`src/rtl/mc_fetch_stage.sv`:
```
// mc_fetch_stage: PC / OldPC / IR / MDR holder for the multicycle RV32 core with a req/ack memory port.
// Optional macro FETCH_TIMEOUT_EN: abort an access that sees no ack within TIMEOUT cycles.
module mc_fetch_stage #(
  parameter int unsigned     XLEN     = 32,
  parameter logic [XLEN-1:0] RESET_PC = '0,
  parameter int unsigned     TIMEOUT  = 16
) (
  input  logic            clk,
  input  logic            rst,
  input  logic            ir_write,
  input  logic            rd_start,
  input  logic            pc_update,
  input  logic [XLEN-1:0] result,
  input  logic [XLEN-1:0] mem_rdata,
  input  logic            mem_ack,
  output logic            mem_req,
  output logic [XLEN-1:0] mem_addr,
  output logic [XLEN-1:0] pc,
  output logic [XLEN-1:0] old_pc,
  output logic [XLEN-1:0] instr,
  output logic [6:0]      opcode,
  output logic [XLEN-1:0] data_reg,
  output logic            stall,
  output logic            proto_err,
  output logic            bus_err,
  output logic [1:0]      dbg_state
);

  // Handshake: mem_req rises on the edge that accepts a start pulse and stays high,
  // with mem_addr frozen, up to and including the edge that samples mem_ack=1.
  // One ack completes one request; an ack seen while idle is ignored.

  typedef enum logic [1:0] {S_IDLE = 2'd0, S_FETCH = 2'd1, S_LOAD = 2'd2} state_e;

  localparam logic [XLEN-1:0] NOP = XLEN'(32'h0000_0013);

  state_e          state_q, state_d;
  logic [XLEN-1:0] pc_q, pc_d;
  logic [XLEN-1:0] old_pc_q, old_pc_d;
  logic [XLEN-1:0] instr_q, instr_d;
  logic [XLEN-1:0] data_q, data_d;
  logic [XLEN-1:0] addr_q, addr_d;
  logic            req_q, req_d;
  logic            proto_q, proto_d;

`ifdef FETCH_TIMEOUT_EN
  localparam int unsigned CW = (TIMEOUT > 1) ? $clog2(TIMEOUT) : 1;
  logic [CW-1:0] cnt_q, cnt_d;
  logic          bus_q, bus_d;
`else
  logic unused_timeout;
  assign unused_timeout = |TIMEOUT;
`endif

  always_comb begin
    state_d  = state_q;
    pc_d     = pc_update ? result : pc_q;
    old_pc_d = old_pc_q;
    instr_d  = instr_q;
    data_d   = data_q;
    addr_d   = addr_q;
    req_d    = req_q;
    proto_d  = proto_q;
`ifdef FETCH_TIMEOUT_EN
    cnt_d    = cnt_q;
    bus_d    = bus_q;
`endif
    case (state_q)
      S_IDLE: begin
        // Fetch captures the pre-update PC even when pc_update fires on the same edge.
        if (ir_write) begin
          state_d  = S_FETCH;
          addr_d   = pc_q;
          old_pc_d = pc_q;
          req_d    = 1'b1;
          proto_d  = proto_q | rd_start;
        end else if (rd_start) begin
          state_d = S_LOAD;
          addr_d  = result;
          req_d   = 1'b1;
        end
`ifdef FETCH_TIMEOUT_EN
        cnt_d = '0;
`endif
      end
      default: begin
        if (ir_write || rd_start) proto_d = 1'b1;
        if (mem_ack) begin
          if (state_q == S_FETCH) instr_d = mem_rdata;
          else                    data_d  = mem_rdata;
          req_d   = 1'b0;
          state_d = S_IDLE;
        end
`ifdef FETCH_TIMEOUT_EN
        else if (cnt_q == CW'(TIMEOUT - 1)) begin
          if (state_q == S_FETCH) instr_d = NOP;
          else                    data_d  = '0;
          req_d   = 1'b0;
          bus_d   = 1'b1;
          state_d = S_IDLE;
        end else begin
          cnt_d = cnt_q + 1'b1;
        end
`endif
      end
    endcase
  end

  always_ff @(posedge clk or negedge rst) begin
    if (!rst) begin
      state_q  <= S_IDLE;
      pc_q     <= RESET_PC;
      old_pc_q <= '0;
      instr_q  <= NOP;
      data_q   <= '0;
      addr_q   <= '0;
      req_q    <= 1'b0;
      proto_q  <= 1'b0;
    end else begin
      state_q  <= state_d;
      pc_q     <= pc_d;
      old_pc_q <= old_pc_d;
      instr_q  <= instr_d;
      data_q   <= data_d;
      addr_q   <= addr_d;
      req_q    <= req_d;
      proto_q  <= proto_d;
    end
  end

`ifdef FETCH_TIMEOUT_EN
  always_ff @(posedge clk or negedge rst) begin
    if (!rst) begin
      cnt_q <= '0;
      bus_q <= 1'b0;
    end else begin
      cnt_q <= cnt_d;
      bus_q <= bus_d;
    end
  end
  assign bus_err = bus_q;
`else
  assign bus_err = 1'b0;
`endif

  // stall is the request flag itself: an access is outstanding exactly while mem_req is high.
  assign mem_req   = req_q;
  assign stall     = req_q;
  assign mem_addr  = addr_q;
  assign pc        = pc_q;
  assign old_pc    = old_pc_q;
  assign instr     = instr_q;
  assign opcode    = instr_q[6:0];
  assign data_reg  = data_q;
  assign proto_err = proto_q;
  assign dbg_state = state_q;

endmodule

```
`config.mk`:
```
export PLATFORM = sky130hd
export DESIGN_NAME = mc_fetch_stage
export DESIGN_NICKNAME = d
export VERILOG_FILES = /design/src/rtl/mc_fetch_stage.sv
export SDC_FILE = /design/constraint.sdc
export NUM_CORES = 1
export LEC_CHECK = 0
export CAP_MARGIN = 5
export CORE_MARGIN = 5
export CORE_UTILIZATION = 25
export DETAILED_ROUTE_END_ITERATION = 12
export DONT_BUFFER_PORTS = 1
export HOLD_SLACK_MARGIN = 0.06
export PLACE_DENSITY = 0.49
export SYNTH_ARGS = -nofsm -noshare
export SYNTH_HDL_FRONTEND = slang
export SYNTH_SLANG_ARGS = --single-unit
export TNS_END_PERCENT = 30
```
`constraint.sdc`:
```
create_clock -name clk -period 2.9 [get_ports clk]
set_clock_uncertainty 0.05 [all_clocks]
set_input_delay 0.29 -clock clk [delete_from_list [all_inputs] [get_ports clk]]
set_output_delay 0.29 -clock clk [all_outputs]
set_load 0.02 [all_outputs]
```
# After elaboration in Yosys (flattened, before gate mapping)
# Cells that the tools add are included.
# totals
ff_bits	164
inputBits	70
out_inout_bits	173
word_cells	38
# op_classes
eq_ne	3
mux	13
bitwise_logic	3
reduce_logical	11
# ops
cell	count
32-bit two-way mux	2
2-bit two-way mux	4
2-bit AND reduction	4
1-bit two-way mux	7
3-bit AND reduction	2
2-bit nonzero test	3
3-bit inequality test, second input constant	1
2-bit by 1-bit == test with 1-bit output, second input constant	1
2-bit logical NOT	1
2-bit inequality test, second input constant	1
1-bit NOT	2
1-bit logical OR	1
1-bit bitwise OR	1

# Depth between registers and ports, before layout
# Gate-level depths: netlist of the first run.
# depth
ltp_word	3
ltp_mapped	5
ltp_nobuf	3

# Worst setup path after synthesis of the first run
# Ideal clock, no wire load.
# synth_path
path_kind	flip-flop to flip-flop
startpoint	register state_q[0], in the netlist dbg_state[0]
endpoint	register addr_q[10], in the netlist mem_addr[10]
setup_time_ps	125
arrival_ps	1474
required_ps	2725
setup_slack_ps	1252
path_stages_with_launch	5
path_buffers	2
synth_period_minus_slack_ps	1648
path_cell_list	dfrtp_1 -> buf_2 -> nor3_4 -> buf_4 -> mux2_2
# synth_via
elab_chain_cells	2
# synth_lines
item	line	rtl
start, declared	37	state_e state_q, state_d;
start signal, assigned	120	state_q <= state_d;
2-bit logical NOT	68	case (state_q)
2-bit AND reduction (no line)	--	
end signal, assigned	125	addr_q <= addr_d;
end, declared	42	logic [XLEN-1:0] addr_q, addr_d;
# Every way passes these cells.
# A chain may end at the register's enable or synchronous reset.

# Worst setup path after layout of the first run
# layout_path
startpoint	register state_q[0], in the netlist dbg_state[0]
endpoint	register addr_q[12], in the netlist mem_addr[12]
# Same word-level chain as after synthesis.

==> results of run 1 <==
worst max path at each step:
stage               cells past startpoint                        to                startpoint  slack, ps
finish                                  3  mem_addr[12]$_DFFE_PN0P_  dbg_state[0]$_DFFE_PN0P_       1010
detailed placement                      3  mem_addr[28]$_DFFE_PN0P_  dbg_state[0]$_DFFE_PN0P_       1000
global placement                        3  mem_addr[15]$_DFFE_PN0P_  dbg_state[0]$_DFFE_PN0P_       1020
global route                            3  mem_addr[28]$_DFFE_PN0P_  dbg_state[0]$_DFFE_PN0P_        920
CTS                                     3  mem_addr[28]$_DFFE_PN0P_  dbg_state[0]$_DFFE_PN0P_        980
floorplan                               4  mem_addr[10]$_DFFE_PN0P_  dbg_state[0]$_DFFE_PN0P_       1250
kinds of logic after synthesis:
kind of cell,after synthesis,share of synthesized area
mux,192,0.3282
flops,164,0.6236
buf+inv,33,0.03305
simple gates,7,0.008738
compound gates,6,0.005887
other cells,1,0.0005693
synthesized netlist by cell type:
master / n
clkbuf_1: 1
nor2_1: 2
dfstp_2: 3
nand2_1: 1
buf_4: 15
buf_6: 3
conb_1: 1
mux2_1: 5
dfrtp_1: 161
o21ai_0: 2
nor4_1: 1
nand3b_1: 1
mux2_2: 187
a21o_1: 2
inv_2: 1
nor3_4: 2
inv_1: 1
buf_2: 12
a21oi_1: 1
a22o_1: 1
critical path, stage by stage, from the launching register on:
cell	delay (ps)
dfrtp_1	570
nor3_4	250
buf_4	470
mux2_2	390
metrics by stage:
stage	std cells	cell area [um2]	power, uW	util
6_report	844	8449	9200	0.3252
5_1_grt	843	8447	9695	0.3251
4_1_cts	843	8447	9366	0.3251
3_5_place_dp	711	6827	6794	0.2627
3_3_place_gp	711	6827	6714	0.2627
2_1_floorplan	403	6588	6404	-
metal layers:
layer,vias to the layer above,share of wire
li1,1602,-
met1,1934,0.38
met2,164,0.50
met3,7,0.11
met4,0,0.0081
met5,-,0
power by group through the flow:
stage               clock network [uW]  registers, uW  logic (uW)
floorplan                            0           5010        1390
global placement                     0           5450        1270
detailed placement                   0           5450        1350
CTS                               2460           5410        1490
global route                      2540           5540        1610
finish                            2370           5370        1460
layout make-up:
type | instances | area share
Clock inverter | 13 | 0.01970
Antenna cell | 1 | 0.0002962
Tap cell | 335 | 0.04961
Inverter | 2 | 0.0008885
Timing Repair Buffer | 104 | 0.1220
Multi-Input combinational cell | 206 | 0.2677
Sequential cell | 164 | 0.4862
Clock buffer | 19 | 0.05361
layout by cell type (no fill, tap or decap), drive strengths merged, types with 2 or more instances in the layout:
master | synthesis | routed
clkinvlp | 0 | 2
clkbuf | 1 | 19
clkinv | 0 | 4
dfstp | 3 | 3
nor2 | 2 | 2
dlygate4sd3 | 0 | 100
inv | 2 | 7
dfrtp | 161 | 161
a21o | 2 | 2
o21ai | 2 | 2
mux2 | 192 | 192
nor3 | 2 | 2
buf | 30 | 4
bufinv | 0 | 2
==> impl_results.md, run 1 <==
* Critical R2R Capture: mem_addr[12]$_DFFE_PN0P_
* Startpoint class of the critical path: flip-flop
* Fin worst setup slack at 1012 ps
* Total Negative Setup Slacks at 0 ps
* Violations in the final reports: hold timing
* Maximum clock insertion buffer count at 2
* Tot GR Track Use at 0.1055
* Switching power summed over all nets at 3582 uW
* Average vias per placed instance at 4.392
* Synthesized netlist cell count at 403
* Share of total power in sequential cells at 0.584
* First-pass iteration count of the detailed router at 4
* TritonCTS clock tree: yes
* Final hold violation count at 164
* Max capacitance violation total at 0
* RR Startpoint: dbg_state[0]$_DFFE_PN0P_
* Result of the run: finished with violations
* CTS-repair resized insts at 0
* Final max-slew violation count at 0
* Clock sink total at roughly 160
* Count of vias placed by the detailed router at 3,707
* Arr. time, crit path at 2140 ps
* Area of the die at 29,700 um2
* Switching portion of total power at 0.3894
* CORE AREA at between 20,000 and 30,000 um2
* Met1 usage at 0.1145
* Warning count from the yosys run at 0
* Share of cells above drive strength 1 at 0.4508
* Worst Path Class, Setup: flip-flop to flip-flop
* Share of the synthesized area in the top cell type at 0.6116
* Wire length of the first global-routing pass at 24,270 um
* Number of nets in the synthesized netlist at 473
* Reported leakage power at 0.003469 uW
* Top post-synthesis cells by area: dfrtp_1 (61%), mux2_2 (32%), buf_4 (1.7%)
* Gpl congestion at 0.6900
* Post-CTS Setup Repair Bufs at 0
* Max FO, Critical Path at 34
* Starting density of the core at 0.2535
* Number of distinct standard cells referenced by the synthesized netlist at 20
* Combinational power share at 0.158
* GR Overflow Total at 0
* Num CTS Buffers at 17
* GRT Max-Usage Layer: met2
* Shortest clock period the worst path allows after layout at 1888 ps
* Total half-perimeter wirelength after legalization and detailed placement at 10,080 um
* Fillcell total at approximately 2,500
* Worst-margin pin slew at 537.3 ps
* Clock root buffer master: clkbuf_16
* Fin Hold WS at -494.2 ps
* Total wire length after detailed routing at 16,060 um
* Combined area of the multi-input logic cells at roughly 2300 um2
* Post-synthesis sequential element count at 164
* DR iter-0 viols at ~110
* Worst VDD drop at 475.0 uV
* Critical path capture point type: flip-flop
* Final setup violation count at 0
* Antenna violations before repair at 0
* Unrepaired setup endpoints after global routing: no
* Power per cell area at 1089 nW/um2
* Number of global-route vias before repair at 4,240
* Fin nets at 565
* Pre-CTS WS at 999.9 ps
* Register area share after synthesis at 0.6236
* Clock latency at the later pin of the worst-skew pair at 420 ps
* Post-Synthesis Cell Area at 6588 um2
* Period utilization at 0.6510
* GR met2 Demand/Resource at 0.1856
* Post-synthesis cell type with the largest combined area: dfrtp_1
* Storage cell area at 4108 um2
* Std cell rows at 59
* Number of hold buffers added after CTS at 100
* Signed area change from the synthesized netlist to the final layout at 28.26%
* Wire length per cell at ~19 um
* Data required time at the worst endpoint at 3150 ps
* Die height at 172.3 um
* DRC violation count after routing at 0
* Level count of the clock H-tree at 4
* Maximum achievable frequency at 0.5297 GHz
* Share of power burned in the clock network at 0.258
* Port bufs at 0
* Boundary Pins at 243
* HP Class: input pin to asynchronous set/reset pin
* Die width at 172.3 um
* Internal portion of total power at approximately 5600 uW
* Mean post-synth cell area at around 16 um2
* Antenna Nets Post-Route at 0
* Rel. slew slack at 0.6418
* Largest net degree at the start of global routing at 165
* Clock Pin Slew Worst Setup and Hold Paths at 70 ps
* Internal reg-to-reg setup slack at 1010 ps
* Fraction of met3 tracks used by global routing at 0.04938
* R2R cell count at 3
(Power assumes the default switching activity.)
==> run 2: changes to the inputs <==
Settings changed: PLACE_DENSITY 0.49 to 0.51.
Clock period 2.9 ns to 1.7 ns, I/O delays scaled along.
==> impl_results.md, run 2 (synthesis results as in run 1) <==
* Boundary Pins at around 240
* Reported leakage power at 0.003502 uW
* HP Class: input pin to asynchronous set/reset pin
* Num CTS Buffers at 17
* Clock latency at the later pin of the worst-skew pair at 410 ps
* RR Startpoint: dbg_state[1]$_DFFE_PN0P_
* Count of vias placed by the detailed router at 3,695
* Final setup violation count at 0
* Number of hold buffers added after CTS at between 90 and 100
* Unrepaired setup endpoints after global routing: no
* Largest net degree at the start of global routing at 165
* Antenna violations before repair at 1
* R2R cell count at 3
* GR Overflow Total at 0
* Average vias per placed instance at 4.368
* Power per cell area at 1847 nW/um2
* Violations in the final reports: hold timing
* Combined area of the multi-input logic cells at 2262 um2
* Max FO, Critical Path at 15
* Total wire length after detailed routing at roughly 16,000 um
* Die height at between 150 and 200 um
* CORE AREA at 25,980 um2
* Final std cells w/o fill at 846
* Worst setup path startpoint: dbg_state[1]$_DFFE_PN0P_
* Gpl congestion at 0.6924
* Most common cell after layout, fill and taps aside: mux2_2
* Post-placement cell count at 715
* Starting density of the core at 0.2535
* Fin Hold WS at -601.1 ps
* CTS-repair resized insts at 0
* Tot GR Track Use at 0.1063
* Clock Pin Slew Worst Setup and Hold Paths at 70 ps
* Std cell rows at 59
* Level count of the clock H-tree at 4
* Final Core Density at 0.3277
* Maximum clock insertion buffer count at 2
* TritonCTS clock tree: yes
* DRC violation count after routing at 0
* Port bufs at 0
* Final max-slew violation count at 0
* Total half-perimeter wirelength after legalization and detailed placement at 10,440 um
* Wire length per cell at between 15 and 20 um
* Antenna Nets Post-Route at 0
* Area of the die at just under 30,000 um2
* Arr. time, crit path at 1800 ps
* Period utilization at 0.9127
* Fin nets at 568
* Post-CTS Setup Repair Bufs at 0
* Startpoint class of the critical path: flip-flop
* Clock sink total at 164
* Result of the run: finished with violations
* Clock root buffer master: clkbuf_16
* Fillcell total at 2,525
* DR iter-0 viols at 78
* Number of global-route vias before repair at 4,284
* Die width at 172.3 um
* Critical path capture point type: flip-flop
* Final hold violation count at around 160
* Top library cells by usage in the layout, fill and taps aside: mux2_2 (187), dfrtp_1 (161), dlygate4sd3_1 (98)
* Data required time at the worst endpoint at between 1500 and 2000 ps
* Total Negative Setup Slacks at 0 ps
* First-pass iteration count of the detailed router at 4
* Storage cell area at 4108 um2
* Max capacitance violation total at 0
* Shortest clock period the worst path allows after layout at 1552 ps
* Share of cells above drive strength 1 at 0.4549
* Worst VDD drop at 722.4 uV
* Wire length of the first global-routing pass at 24,450 um
* Maximum achievable frequency at about 0.64 GHz
* Signed area change from the synthesized netlist to the final layout at 29.27%
* Worst Path Class, Setup: flip-flop to flip-flop
run 2: cell types whose count changed in the layout (fill, tap and decap cells not counted):
| cell | change |
|---|---|
| buf_12 | +6 |
| buf_4 | -1 |
| clkbuf_1 | +1 |
| clkbuf_8 | +1 |
| clkinv_2 | +1 |
| clkinv_4 | -2 |
| clkinv_8 | -1 |
| clkinvlp_4 | +1 |
| dlygate4sd3_1 | -2 |
| inv_8 | -2 |
run 2: worst paths after layout:
| kind | to | slack (ps) |
|---|---|---|
| worst max-delay path | mem_addr[21]$_DFFE_PN0P_ | 150 |
| min in group clk | proto_err$_DFFE_PN0P_ | 110 |
| worst min register to register | old_pc[27]$_DFFE_PN0P_ | 610 |
| worst max register to register | mem_addr[21]$_DFFE_PN0P_ | 150 |
| worst min-delay path | data_reg[1]$_DFFE_PN0P_ | -600 |
| max in group asynchronous | instr[0]$_DFFE_PN1P_ | 1950 |
run 2: layout make-up:
type	instances	area share
inverters	2	0.0008816
diodes	1	0.0002939
flip-flops and latches	164	0.4824
well taps	335	0.04922
repair buffers	107	0.1319
multi-input cells	206	0.2656
clock buffers	21	0.05525
clock inverters	10	0.01440
run 2: stage by stage:
stage                     power, uW  setup slack (ps)  area [um2]
after global placement        11590             195.8        6919
final                         15730             148.4        8516
after CTS                     16030             138.8        8513
after detailed placement      11750             155.1        6919
after global routing          16590             94.66        8516
after floorplan               10920             51.67        6588
run 2: power breakdown:
group	internal [uW]	total, uW	switching [uW]
clock network	2290	3890	1600
registers	5580	9150	3570
logic	1820	2700	880
run 2: routing by layer:
layer  wire length [um]  GRT usage  up-vias
met4                123    0.02905        0
met2               8290     0.1876      154
met1               6204     0.1175     1923
li1                   -          -     1609
met3               1556    0.04550        9
met5                  0          0        -
run 2: worst max-delay path, stage by stage (launching register included):
cell	delay, ps
dfrtp_1	480
nor3_4	320
buf_12	210
mux2_2	360
==> run 3: changes to the inputs <==
Settings changed: CAP_MARGIN 5 to 40, CORE_ASPECT_RATIO set to 1.25, CTS_BUF_LIST set to sky130_fd_sc_hd__clkbuf_2 sky130_fd_sc_hd__clkbuf_4 sky130_fd_sc_hd__clkbuf_8.
==> impl_results.md, run 3 (synthesis results as in run 1) <==
* DR iter-0 viols at roughly 70
* DRC violation count after routing at 0
* Top library cells by usage in the layout, fill and taps aside: mux2_2 (187), dfrtp_1 (161), dlygate4sd3_1 (98)
* Antenna Nets Post-Route at 0
* Largest net degree at the start of global routing at around 170
* Storage cell area at between 4000 and 5000 um2
* Most common cell after layout, fill and taps aside: mux2_2
* TritonCTS clock tree: yes
* Boundary Pins at 243
* Unrepaired setup endpoints after global routing: no
* First-pass iteration count of the detailed router at 4
* Fillcell total at 2,575
* Arr. time, crit path at between 1500 and 2000 ps
* Clock sink total at 164
* Clock Pin Slew Worst Setup and Hold Paths at around 90 ps
* Final max-slew violation count at 0
* Final std cells w/o fill at 849
* Wire length per cell at just under 20 um
* Total half-perimeter wirelength after legalization and detailed placement at 10,660 um
* Violations in the final reports: hold timing
* Level count of the clock H-tree at 4
* Shortest clock period the worst path allows after layout at 1601 ps
* Result of the run: finished with violations
* Total Negative Setup Slacks at 0 ps
* Clock root buffer master: clkbuf_8
* Total wire length after detailed routing at 16,430 um
* Starting density of the core at 0.2532
* Area after DPL at 6898 um2
* Worst VDD drop at 558.6 uV
* Number of global-route vias before repair at 4,285
* Maximum clock insertion buffer count at 2
* Critical path capture point type: flip-flop
* Die width at roughly 160 um
* Port bufs at 0
* Non-Filler Cell Area, Final at 8329 um2
* HP Class: input pin to asynchronous set/reset pin
* Ant diodes at 0
* Combined area of the multi-input logic cells at 2262 um2
* Die height at 191.5 um
* Wire length of the first global-routing pass at 25,200 um
* Maximum achievable frequency at 0.6244 GHz
* Data required time at the worst endpoint at roughly 2000 ps
* Fin nets at 567
* Startpoint class of the critical path: flip-flop
* Gpl congestion at 0.7220
* Reported leakage power at 0.003427 uW
* Max capacitance violation total at 0
* CORE AREA at 26,010 um2
* Max FO, Critical Path at 33
* Std cell rows at 66
* Average vias per placed instance at approximately 4.4
* Worst Path Class, Setup: flip-flop to flip-flop
* Signed area change from the synthesized netlist to the final layout at 26.44%
* Power per cell area at ~1800 nW/um2
* GR Overflow Total at 0
* Post-CTS Setup Repair Bufs at 0
* Antenna violations before repair at 0
* Final hold violation count at around 160
* Post-placement cell count at between 700 and 800
* Fin Hold WS at -649.8 ps
* Num CTS Buffers at 17
* Share of cells above drive strength 1 at 0.4538
* Area of the die at between 20,000 and 30,000 um2
* Count of vias placed by the detailed router at 3,701
* Final setup violation count at 0
* Number of hold buffers added after CTS at 100
* Clock latency at the later pin of the worst-skew pair at 450 ps
* Period utilization at 0.9420
* Tot GR Track Use at 0.1101
==> run 3: cell count changes in the layout (fill, tap and decap cells not counted), moves of 2 or more <==
cell and delta:
clkbuf_16 -17, clkinv_2 +2, buf_12 -2, clkbuf_8 +15
==> run 3: final timing paths <==
| kind | slack (ps) | cells after the start | endpoint | startpoint |
|---|---|---|---|---|
| worst max-delay path | 100 | 3 | mem_addr[17]$_DFFE_PN0P_ | dbg_state[1]$_DFFE_PN0P_ |
| worst min-delay path | -650 | 0 | mem_addr[16]$_DFFE_PN0P_ | rst |
| worst max register to register | 100 | 3 | mem_addr[17]$_DFFE_PN0P_ | dbg_state[1]$_DFFE_PN0P_ |
| worst min register to register | 610 | 1 | old_pc[27]$_DFFE_PN0P_ | old_pc[27]$_DFFE_PN0P_ |
| max in group asynchronous | 1980 | 0 | instr[1]$_DFFE_PN1P_ | rst |
| min in group clk | 200 | 3 | data_reg[4]$_DFFE_PN0P_ | mem_ack |
==> run 3: layer usage <==
metal	wire length (um)	global-route usage	vias to the layer above
met1	6016	0.1154	1922
met2	8397	0.1908	158
met3	1727	0.05367	16
li1	-	-	1605
met4	287	0.04075	0
met5	0	0	-
==> run 3: report_power, final <==
group          switching [uW]  total (uW)  internal [uW]  leakage [uW]
Sequential               3610        9180           5570       0.00192
Combinational             868        2650           1780       0.00130
Clock                    1490        3000           1510      0.000206
==> run 3: what timing repair did <==
item	4_1_cts	5_1_grt
endpoints found under the setup margin	0	13
hold endpoints to repair	296	164
gates resized for setup	0	1
==> run 3: final cells by class <==
| cell class | instances | share of cell area |
|---|---|---|
| Tap cell | 340 | 0.05107 |
| Timing Repair Buffer | 106 | 0.1340 |
| Clock inverter | 12 | 0.01863 |
| Clock buffer | 19 | 0.03064 |
| Multi-Input combinational cell | 206 | 0.2716 |
| Inverter | 2 | 0.0009013 |
| Sequential cell | 164 | 0.4932 |
==> run 3: stage by stage <==
step           setup WS [ps]  hold WS (ps)  utilization  power (uW)
2_1_floorplan          51.67        -175.6            -       10920
3_3_place_gp           146.1        -170.6       0.2652       11570
3_5_place_dp           97.57        -170.7       0.2652       11750
4_1_cts                47.42        -711.2       0.3201       15120
5_1_grt                4.009        -703.5       0.3202       15650
6_report               98.54        -649.8       0.3202       14830
==> run 3: critical path: stages, from the launching register on <==
cell and delay (ps):
dfrtp_1 510, nor3_4 270, buf_12 260, mux2_2 360
